`config.mk`:
```
export PLATFORM = sky130hd
export DESIGN_NAME = lcd_frame_scheduler
export DESIGN_NICKNAME = d
export VERILOG_FILES = /design/src/rtl/lcd_frame_scheduler.sv
export SDC_FILE = /design/constraint.sdc
export NUM_CORES = 1
export LEC_CHECK = 0
export CORE_MARGIN = 3
export CORE_UTILIZATION = 27
export CTS_CLUSTER_DIAMETER = 150
export CTS_CLUSTER_SIZE = 30
export DETAILED_ROUTE_END_ITERATION = 16
export SYNTH_ARGS = -nofsm -noshare
export SYNTH_HDL_FRONTEND = slang
export SYNTH_SLANG_ARGS = --single-unit
```
`constraint.sdc`:
```
create_clock -name clk -period 3.51 [get_ports clk]
set_clock_uncertainty 0.2 [all_clocks]
set_input_delay 0.702 -clock clk [delete_from_list [all_inputs] [get_ports clk]]
set_output_delay 0.702 -clock clk [all_outputs]
set_load 0.1 [all_outputs]
```
`src/rtl/lcd_frame_scheduler.sv`:
```
// Frame scheduler for a KS0108-style LCD: paces frames, swaps a double-buffered
// frame store between refreshes and issues the driver's start pulse.
module lcd_frame_scheduler #(
    parameter int unsigned FRAME_PERIOD   = 833334,
    parameter int unsigned REFRESH_CYCLES = 2200,
    parameter int unsigned START_HIGH     = 4
) (
    input  logic       clk,
    input  logic       rstn,
    input  logic       enable_i,
    input  logic       render_done_i,
    output logic       render_req_o,
    output logic       back_bank_o,
    output logic       front_bank_o,
    output logic       drv_start_o,
    input  logic [9:0] drv_addr_i,
    output logic [9:0] bank0_addr_o,
    output logic [9:0] bank1_addr_o,
    input  logic [7:0] bank0_data_i,
    input  logic [7:0] bank1_data_i,
    output logic [7:0] drv_data_o,
    output logic       busy_o,
    output logic [7:0] drop_cnt_o
);

    localparam int unsigned FRAME_W = $clog2(FRAME_PERIOD);
    localparam int unsigned PHASE_W = $clog2(REFRESH_CYCLES);

    typedef enum logic [2:0] {
        INIT,
        WAIT_DONE,
        WAIT_TICK,
        SWAP,
        KICK,
        REFRESH
    } state_t;

    state_t             state;
    state_t             state_next;
    logic [FRAME_W-1:0] frame_cnt;
    logic [PHASE_W-1:0] phase_cnt;
    logic [PHASE_W-1:0] phase_next;
    logic               tick;
    logic               done_flag;
    logic               tick_pending;
    logic               pending_next;
    logic               drop_inc;
    logic               swap_entry;

    // Read path: the driver always reads the front bank
    assign bank0_addr_o = drv_addr_i;
    assign bank1_addr_o = drv_addr_i;
    assign drv_data_o   = front_bank_o ? bank1_data_i : bank0_data_i;

    assign tick       = enable_i && (frame_cnt == FRAME_W'(FRAME_PERIOD - 1));
    assign swap_entry = (state_next == SWAP);

    // Frame period counter, held at zero while scheduling is disabled
    always_ff @(posedge clk or negedge rstn) begin
        if (!rstn) begin
            frame_cnt <= '0;
        end else if (!enable_i || tick) begin
            frame_cnt <= '0;
        end else begin
            frame_cnt <= frame_cnt + FRAME_W'(1);
        end
    end

    always_comb begin
        state_next   = state;
        phase_next   = phase_cnt;
        pending_next = tick_pending;
        drop_inc     = 1'b0;
        case (state)
            INIT: begin
                state_next = WAIT_DONE;
            end
            WAIT_DONE: begin
                if (tick) begin
                    if (tick_pending) drop_inc = 1'b1;
                    else              pending_next = 1'b1;
                end
                // A late render with a tick already waiting goes straight to the swap
                if (done_flag) begin
                    if (tick_pending && enable_i) begin
                        pending_next = 1'b0;
                        state_next   = SWAP;
                    end else begin
                        state_next = WAIT_TICK;
                    end
                end
            end
            WAIT_TICK: begin
                if (!enable_i) begin
                    pending_next = 1'b0;
                end else if (tick || tick_pending) begin
                    pending_next = 1'b0;
                    state_next   = SWAP;
                end
            end
            SWAP: begin
                drop_inc   = tick;
                phase_next = '0;
                state_next = KICK;
            end
            KICK: begin
                drop_inc = tick;
                if (phase_cnt == PHASE_W'(START_HIGH - 1)) begin
                    phase_next = '0;
                    state_next = REFRESH;
                end else begin
                    phase_next = phase_cnt + PHASE_W'(1);
                end
            end
            REFRESH: begin
                drop_inc = tick;
                if (phase_cnt == PHASE_W'(REFRESH_CYCLES - 1)) begin
                    phase_next = '0;
                    state_next = done_flag ? WAIT_TICK : WAIT_DONE;
                end else begin
                    phase_next = phase_cnt + PHASE_W'(1);
                end
            end
            default: begin
                state_next = INIT;
            end
        endcase
    end

    always_ff @(posedge clk or negedge rstn) begin
        if (!rstn) begin
            state        <= INIT;
            phase_cnt    <= '0;
            tick_pending <= 1'b0;
            done_flag    <= 1'b0;
        end else begin
            state        <= state_next;
            phase_cnt    <= phase_next;
            tick_pending <= pending_next;
            // A completion arriving on the swap edge belongs to the new back bank
            done_flag    <= render_done_i | (done_flag & ~swap_entry);
        end
    end

    // Registered outputs, derived from the transition being taken
    always_ff @(posedge clk or negedge rstn) begin
        if (!rstn) begin
            front_bank_o <= 1'b0;
            back_bank_o  <= 1'b1;
            drv_start_o  <= 1'b0;
            render_req_o <= 1'b0;
            busy_o       <= 1'b0;
            drop_cnt_o   <= '0;
        end else begin
            if (swap_entry) begin
                front_bank_o <= ~front_bank_o;
                back_bank_o  <= front_bank_o;
            end
            drv_start_o  <= (state_next == KICK);
            render_req_o <= (state == INIT) || (state == KICK && state_next == REFRESH);
            busy_o       <= (state_next == KICK) || (state_next == REFRESH);
            if (drop_inc && drop_cnt_o != 8'hFF) begin
                drop_cnt_o <= drop_cnt_o + 8'd1;
            end
        end
    end

endmodule

```
Word level (Yosys, flattened, before mapping)

Index checks and enable logic that the tools add are counted.

Output and inout bits: 41
Word-level logic and storage cells: 67
Bits of input ports: 30
Flip-flop bits (word level): 50

$add $sub $neg: 3
Mux-type cells: 22
Reductions and logical operators: 14
Eq/ne operators: 13
Bitwise logic cells: 4

Operator list:

| cell                                                                   | number |
|---|---|
| 12-bit case mux with 3 select lines                                    | 1 |
| 12-bit 2-to-1 mux                                                      | 2 |
| 20-bit by 1-bit adder with 20-bit output, second input constant        | 1 |
| 20-bit equality test, second input constant                            | 1 |
| 20-bit 2-to-1 mux                                                      | 1 |
| 3-bit case mux with 6 select lines                                     | 1 |
| 3-bit 2-to-1 mux                                                       | 5 |
| 12-bit by 1-bit adder with 12-bit output, second input constant        | 1 |
| 12-bit equality test, second input constant                            | 1 |
| 12-bit by 2-bit equality test with 1-bit output, second input constant | 1 |
| 3-bit equality test, second input constant                             | 4 |
| 3-bit by 2-bit equality test with 1-bit output, second input constant  | 3 |
| 8-bit by 1-bit adder with 8-bit output, second input constant          | 1 |
| 1-bit 2-to-1 mux                                                       | 8 |
| 8-bit 2-to-1 mux                                                       | 1 |
| 8-bit != test, second input constant                                   | 1 |
| 1-bit logical AND                                                      | 4 |
| 1-bit logical OR                                                       | 4 |
| 1-bit case mux with 2 select lines                                     | 2 |
| 3-bit by 1-bit equality test with 1-bit output, second input constant  | 1 |
| 3-bit zero test                                                        | 1 |
| 3-bit != test, second input constant                                   | 1 |
| 3-bit nonzero test                                                     | 1 |
| 3-bit OR reduction                                                     | 1 |
| other kinds (7)                                                        | 8 |

Longest topological paths before layout

Gate-level depths: netlist of run 1.

Depth after elaboration: 10
Depth in mapped cells: 9
Gate-level depth less buffers: 8

Worst setup path before layout of run 1

OpenSTA, ideal clock, no wires.

Kind: register to output
Start: register front_bank_o
End: output port drv_data_o[0]
Data arrival time: 1.706 ns
Slack: 0.902 ns
Required time: 2.608 ns
Path buffers: 1
Stages on the path, launching flop included: 3
Cells stage by stage: dfrtp_1 buf_6 mux2_2

Word-level cells in the longest chain between the ends: 1

Ends and longest elaborated chain:

| what                     | line | source |
|---|---|---|
| start: declaration       | 14   | `output logic front_bank_o,` |
| start signal: assignment | 156  | `front_bank_o <= ~front_bank_o;` |
| 8-bit 2-to-1 mux         | 53   | `assign drv_data_o = front_bank_o ? bank1_data_i : bank0_data_i;` |
| end: declaration         | 21   | `output logic [7:0] drv_data_o,` |

No other way between the ends.

Worst setup path after layout of run 1

Start: register frame_cnt[1]
End: register drop_cnt_o[7]

Word-level cells in the longest chain between the ends: 5

Ends and longest elaborated chain:

| what                                 | line | source |
|---|---|---|
| start: declaration                   | 40   | `logic [FRAME_W-1:0] frame_cnt;` |
| start signal: assignment             | 65   | `frame_cnt <= frame_cnt + FRAME_W'(1);` |
| 20-bit equality test *               | 55   | `assign tick = enable_i && (frame_cnt == FRAME_W'(FRAME_PERIOD - 1));` |
| 1-bit logical AND *                  | 55   |  |
| 1-bit 2-to-1 mux                     | 79   | `if (tick) begin` |
| 1-bit case mux with 2 select lines * | 74   | `case (state)` |
| 1-bit logical AND *                  | 162  | `if (drop_inc && drop_cnt_o != 8'hFF) begin` |
| end signal: assignment               | 163  | `drop_cnt_o <= drop_cnt_o + 8'd1;` |
| end: declaration                     | 23   | `output logic [7:0] drop_cnt_o` |

Mark *: on every way between the ends. The rest lies on a longest branch, timed or not.
A chain may end at the register's enable or synchronous reset.

==> metrics.md, run 1 <==
| Metric | Value |
|---|---|
| Clock transition at the registers of the reported paths | `90 ps` |
| Avg Cell Area, Syn | `9.87 um^2` |
| Syn Nets | `321` |
| Hold Path Cell Cnt | `1` |
| CP peak stage delay | `490 ps` |
| Flop-to-flop setup slack | `860 ps` |
| R2r startpoint | `frame_cnt[1]` |
| Critical path arrival | `2670 ps` |
| Leakage | `1.39 nW` |
| Main flop type after synthesis | `dfrtp_1` |
| Net Sw Power | `0.910 mW` |
| Min-Delay Endpoint | `drop_cnt_o[7]` |
| DR vias/cell | `4.63` |
| Critical Path Source Type | `flop` |
| Area leader, netlist | `dfrtp_1` |
| Seq/Total Area, Yosys | `44.2%` |
| Nets | `338` |
| Worst hold path class | `reg -> reg` |
| Clock power share | `16.2%` |
| R2r worst-path depth | `8` |
| Core Rows | `36` |
| Number of enable flip-flop cells after synthesis | `0` |
| Syn. warnings | `0` |
| Root Buffer Master | `clkbuf_8` |
| Fmax | `378 MHz` |
| Core box area | `10000 um^2` |
| Internal power | `1.07 mW` |
| DRT Pass-1 Iters | `4` |
| Final hold vios | `0` |
| Syn-to-layout area delta | `12.5%` |
| Combinational fraction of design power | `45.3%` |
| Initial Util | `28.3%` |
| Mapped Area | `2830 um^2` |
| Antenna cells | `0` |
| Largest net degree at the start of global routing | `51` |
| Slew Limit Fails | `0` |
| Post-synth ARST share | `100%` |
| Crit path max fanout | `8` |
| Cts bufs inserted | `5` |
| Worst r2r dst | `drop_cnt_o[7]` |
| Count of state elements after synthesis | `50` |
| Layout cells sized above 1 | `17.4%` |
| Sequential share of power | `38.5%` |
| Tmin final | `2650 ps` |
| CTS sink cnt | `50` |
| DR WL met3 | `256 um` |
| GRT Residual Overflow | `0` |
| Post-layout util | `31.8%` |
| Worst Setup End Kind | `flop` |
| Final setup violation count | `0` |
| Fin crit share | `75.4%` |
| First-pass GRT wire length | `9580 um` |
| Total GRT Usage | `9.97%` |
| Clk buf depth | `2` |
| First DRT Iteration DRCs | `89` |
| Vias in the first global route | `2053` |
| Status | `complete, no violations` |
| ANT nets after route | `0` |
| Clk_lat worst skew | `300 ps` |
| CTS tree | `done` |
| Maximum VDD drop | `0.000432 V` |
| Routability congestion estimate | `0.822` |
| Slowest-stage cell, CP | `or4bb_1` |
| Cell Pwr Density | `622 nW/um^2` |
| Max-cap check violation count | `0` |
| CTS hold repair buffers | `0` |
| Delay-heaviest family, CP | `simple AND/OR/NAND/NOR gates` |
| Die X | `108 um` |
| DR top layer | `met4` |
| Crit path cell chain | `inv_1 -> ha_1 -> or4bb_1 -> nor4_2 -> nand3_1 -> a211o_1 -> nor4_4 -> xor2_1` |
| CP required | `3540 ps` |
| Ports | `71` |
| Synth top area share | `43.3%` |
| Port Buffers | `40` |
| Hold_sp | `drop_cnt_o[7]` |
| Die area | `11800 um^2` |
| Die span in y | `108 um` |
| Sw frac | `46.0%` |
| RSZ-0062 raised after global routing | `no` |
| Worst slew margin relative to its limit | `26.5%` |
| Worst Path Buf+Inv | `1` |
| Slew at the pin with the worst max-slew slack | `1100 ps` |
| Crit Path Category | `reg -> reg` |
| DP HPWL | `4080 um` |
| Routed Wire Length | `5550 um` |
| Initial antenna violation count | `0` |
| Post-synthesis cell count | `287` |
| Setup Buffers After CTS | `0` |
| Routed len/inst | `12.7 um` |
| Met2 WL post-DR | `2620 um` |
| Post-CTS Resized | `0` |
| Vias after detailed routing | `2028` |
| Setup TNS | `0 ps` |
| Depth of the CTS H-tree | `2` |
| Final routed DRC violation total | `0` |
| Synth top area cells | `dfrtp_1 43%, buf_4 5.3%, xor2_1 5.3%` |
| M1 WL | `2590 um` |
| Post-synth cell types | `51` |
-- power groups by stage --
stage               registers [mW]  clock network (mW)  logic (mW)
floorplan                    0.885                   0       0.737
global route                 0.782               0.359       0.951
CTS                          0.764               0.336       0.905
detailed placement           0.776                   0       0.902
finish                       0.762               0.321       0.896
global placement             0.774                   0       0.893
-- worst reg2reg max path, cell delays in order (launching register included) --
cell	delay [ps]
dfrtp_1	400
inv_1	70
ha_1	120
or4bb_1	490
nor4_2	240
nand3_1	170
a211o_1	400
nor4_4	310
xor2_1	170
-- sequential cells by signal, summed over array words and instances, names as in the netlist --
register / count
front_bank_o: 1
done_flag: 1
phase_cnt: 12
drop_cnt_o: 8
frame_cnt: 20
busy_o: 1
tick_pending: 1
state: 3
render_req_o: 1
back_bank_o: 1
drv_start_o: 1
-- worst max path at each step --
| stage | cells past startpoint | endpoint | startpoint | slack (ps) |
|---|---|---|---|---|
| global route | 8 | drop_cnt_o[7] | frame_cnt[1] | 650 |
| floorplan | 2 | drv_data_o[0] | front_bank_o | 900 |
| CTS | 8 | drop_cnt_o[7] | frame_cnt[1] | 860 |
| detailed placement | 8 | drop_cnt_o[7] | frame_cnt[1] | 890 |
| global placement | 6 | back_bank_o | enable_i | 950 |
| finish | 8 | drop_cnt_o[7] | frame_cnt[1] | 860 |
-- final cells by class --
cell class | instances | area [um^2]
Timing Repair Buffer | 40 | 343
Multi-Input combinational cell | 201 | 1320
Clock buffer | 8 | 80.1
Fill cell | 1076 | 6820
Sequential cell | 50 | 1250
Tap cell | 133 | 166
Inverter | 6 | 22.5
-- kinds of logic after synthesis --
| logic type | count (synthesis) | share of synthesized area (%) |
|---|---|---|
| adders and majority gates | 4 | 1.77 |
| AOI/OAI and AO/OA | 37 | 9.37 |
| DFF | 50 | 44.2 |
| xor gates and xnor gates | 27 | 8.35 |
| and+or+nand+nor | 122 | 22.7 |
| muxes | 11 | 4.46 |
| buffers and inverters | 36 | 9.15 |
-- synthesized netlist by cell type, drive strengths merged, types with 3 or more instances --
cell type  instances
buf               23
nand3             16
ha                 4
nand2b             3
and3               4
clkbuf             6
or3                4
nor2              33
nor4               5
xor2              17
mux2              10
a22o               3
dfrtp             49
or2                4
nand4              4
a21oi              9
a21o               5
nor3               7
inv                6
xnor2             10
nand2             30
o21ai             10
-- per-layer routing --
layer	vias up	global-route usage [%]
li1	994	-
met1	968	12.3
met2	60	17.3
met3	6	1.73
met4	0	3.88
met5	-	0
-- cell usage in the layout, fill, tap and decap left out, drive strengths merged, types with 2 or more instances in the layout --
| cell type | n |
|---|---|
| dfrtp | 49 |
| nor2 | 33 |
| nand2 | 30 |
| buf | 22 |
| clkdlybuf4s50 | 18 |
| xor2 | 17 |
| nand3 | 16 |
| o21ai | 10 |
| xnor2 | 10 |
| mux2 | 10 |
| a21oi | 9 |
| clkbuf | 8 |
| nor3 | 7 |
| inv | 6 |
| a21o | 5 |
| nor4 | 5 |
| or2 | 4 |
| and3 | 4 |
| nand4 | 4 |
| or3 | 4 |
| ha | 4 |
| nand2b | 3 |
| a22o | 3 |
| and4 | 2 |
| a31oi | 2 |
| nor2b | 2 |
-- stage by stage --
stage	instance area, um^2	std cells	setup slack [ps]	hold WS (ps)	total power, mW
6_report	3180	438	865	311	1.98
5_1_grt	3180	438	651	339	2.09
4_1_cts	3180	438	858	317	2.01
3_5_place_dp	3100	430	887	300	1.68
3_3_place_gp	3100	430	948	275	1.67
2_1_floorplan	2830	287	902	206	1.62
Note: power is estimated with default switching activity, not from simulation.
==> inputs of run 2 (changes only) <==
Clock period 3.51 ns to 2.13 ns, I/O delays scaled along.
==> run 2 against run 1 <==
Against the previous run:
- via count up 14%
- core utilization up 10 points
- critical path depth up 5
- fmax up 8.5%
- first-iteration DRC count up 44%
- critical endpoint is now frame_cnt[15]
- the flow now finishes with violations (negative setup slack)
==> metrics.md, run 2 (synthesis results as in run 1) <==
| Metric | Value |
|---|---|
| Status | `complete, but fails checks` |
| Failing checks | `negative setup slack` |
| CTS tree | `done` |
| Depth of the CTS H-tree | `2 (unchanged)` |
| Non-filler cells, final | `498 (+14%)` |
| M1 WL | `2880 um (+11%)` |
| Slowest-stage cell, CP | `or4bb_1` |
| Most frequent cells in the layout | `48 x buf_4, 44 x dfrtp_1, 29 x nor2_1, 27 x nand2_1, 22 x buf_12` |
| Maximum VDD drop | `0.000564 V (+30%)` |
| Initial antenna violation count | `0 (unchanged)` |
| Vias in the first global route | `2304 (+12%)` |
| Routability congestion estimate | `0.806 (-2.0%)` |
| Antenna cells | `0 (unchanged)` |
| Worst hold path class | `reg -> reg` |
| Initial Util | `28.3% (unchanged)` |
| Worst Path Buf+Inv | `7 (+6)` |
| Fmax | `410 MHz (+8.5%)` |
| Total GRT Usage | `11.4% (+1.4 points)` |
| Cts bufs inserted | `5 (unchanged)` |
| Net Sw Power | `1.71 mW (+88%)` |
| Worst path depth | `13 (+5)` |
| DR vias/cell | `4.62 (-0.17%)` |
| Delay-heaviest family, CP | `simple AND/OR/NAND/NOR gates` |
| CP required | `2130 ps (-1410 ps)` |
| Area occupied by multi-input gates | `1490 um^2 (+13%)` |
| Crit Path Category | `reg -> reg` |
| Hold Path Cell Cnt | `1 (unchanged)` |
| Placed Cells | `474 (+10%)` |
| Max reg flops | `20 (unchanged)` |
| Max-cap check violation count | `0 (unchanged)` |
| Core Rows | `36 (unchanged)` |
| Vias after detailed routing | `2302 (+14%)` |
| Worst slew margin relative to its limit | `62.2% (+36 points)` |
| Pwr Total | `4.07 mW (+110%)` |
| Slack of the critical path | `-308 ps (-1170 ps)` |
| Largest Register | `frame_cnt` |
| Critical path arrival | `2440 ps (-230 ps)` |
| Clk buf depth | `2 (unchanged)` |
| Root Buffer Master | `clkbuf_8` |
| Fin crit share | `114% (+39 points)` |
| DP HPWL | `4690 um (+15%)` |
| Layout cells sized above 1 | `38.4% (+21 points)` |
| CP most frequent cell | `buf_4` |
| DRT Pass-1 Iters | `4 (unchanged)` |
| Clk_lat worst skew | `310 ps (about the same)` |
| Layout fillers | `941 (-13%)` |
| Crit path cell chain | `inv_1 -> ha_1 -> or4bb_1 -> nor4_2 -> buf_4 -> buf_4 -> buf_4 -> buf_4 -> buf_4 -> nand2_2 -> nand2_4 -> clkbuf_16 -> nor2_1` |
| Final hold vios | `0 (unchanged)` |
| Final setup violation count | `43 (+43)` |
| Sequential share of power | `30.3% (-8.2 points)` |
| Worst Setup End Kind | `flop` |
| Slew Limit Fails | `0 (unchanged)` |
| Critical Path Source Type | `flop` |
| First DRT Iteration DRCs | `128 (+44%)` |
| CP peak stage delay | `410 ps (-80 ps)` |
| DR top layer | `met4` |
| Nets | `398 (+18%)` |
| Routed len/inst | `13.6 um (+7.7%)` |
| Port Buffers | `40 (unchanged)` |
| Core box area | `10000 um^2 (unchanged)` |
| CTS sink cnt | `50 (unchanged)` |
| Area after DPL | `3770 um^2 (+21%)` |
| Post-layout util | `41.8% (+10 points)` |
| First-pass GRT wire length | `10700 um (+12%)` |
| Commonest non-fill, non-tap cell in the layout | `buf_4` |
| Largest regs | `frame_cnt x20, phase_cnt x12, drop_cnt_o x8` |
| Final routed DRC violation total | `0 (unchanged)` |
| Combinational fraction of design power | `53.2% (+7.9 points)` |
| Cell Pwr Density | `973 nW/um^2 (+57%)` |
| Tmin final | `2440 ps (-207 ps)` |
| Storage cell area | `1260 um^2 (+0.50%)` |
| Leakage | `1.86 nW (+34%)` |
| Post-Place Worst Slack | `-391 ps (-1280 ps)` |
| DR WL met3 | `403 um (+57%)` |
| Clock power share | `16.5% (+0.3 points)` |
| Die span in y | `108 um (unchanged)` |
| Die X | `108 um (unchanged)` |
| Routed Wire Length | `6790 um (+22%)` |
| Sw frac | `42.0% (-4.0 points)` |
| Slew at the pin with the worst max-slew slack | `568 ps (-534 ps)` |
| Met2 WL post-DR | `3340 um (+28%)` |
| Crit path max fanout | `5 (-3)` |
| Ports | `71 (unchanged)` |
| RSZ-0062 raised after global routing | `yes` |
| Clock transition at the registers of the reported paths | `100 ps (about the same)` |
| Internal power | `2.36 mW (+120%)` |
| ANT nets after route | `0 (unchanged)` |
| R2r worst-path depth | `13 (+5)` |
| GRT Residual Overflow | `0 (unchanged)` |
| Post-route cell area | `4180 um^2 (+31%)` |
| Die area | `11800 um^2 (unchanged)` |
| Largest net degree at the start of global routing | `29 (-43%)` |
| Syn-to-layout area delta | `47.7%` |
## run 2: cell types whose count changed in the layout (fill, tap and decap cells not counted), moves of 5 or more
| cell | delta |
|---|---|
| buf_6 | +8 |
| dfrtp_1 | -5 |
| buf_12 | +22 |
| buf_4 | +27 |
| o21ai_0 | -5 |
| dfrtp_2 | +5 |
## run 2: what timing repair did
| item | 4_1_cts | 5_1_grt |
|---|---|---|
| resized for setup | 7 | 28 |
| buffers inserted | 9 | 3 |
| pin swaps | 8 | 7 |
| endpoints found under the hold margin | 21 | 0 |
| setup endpoints to repair | 24 | 45 |
| hold buffers | 1 | 0 |
| cloned | 0 | 3 |
## run 2: power groups by stage
stage	logic, mW	clock network, mW	registers, mW
final	2.16	0.672	1.23
after global routing	2.27	0.726	1.26
after CTS	2.02	0.689	1.22
after detailed placement	1.95	0	1.24
after global placement	1.94	0	1.24
after floorplan	1.23	0	1.46
## run 2: path summary, 6_finish.rpt
check / from / to / slack (ps)
worst max-delay path: frame_cnt[1] / frame_cnt[15] / -310
min in group asynchronous: rstn / drv_start_o / 470
worst min register to register: drop_cnt_o[3] / drop_cnt_o[3] / 330
worst min-delay path: drop_cnt_o[3] / drop_cnt_o[3] / 330
max in group asynchronous: rstn / drop_cnt_o[1] / 690
worst max register to register: frame_cnt[1] / frame_cnt[15] / -310
## run 2: final cells by class
cell class	count	share of cell area, %
well taps	133	3.98
multi-input cells	201	35.7
clock inverters	1	0.718
flip-flops and latches	50	30.1
inverters	6	0.539
clock buffers	7	1.83
repair buffers	100	27.2
## run 2: through the flow
stage | hold slack, ps | TNS, ps
2_1_floorplan | -69.6 | -2360
3_3_place_gp | 246 | -4010
3_5_place_dp | 258 | -4490
4_1_cts | 333 | -7110
5_1_grt | 349 | -13840
6_report | 330 | -8770
## run 2: layer usage
metal  global-route usage, %  vias up
li1                        -     1115
met1                    14.0     1107
met5                       0        -
met3                    3.22       15
met4                    4.06        0
met2                    19.2       65
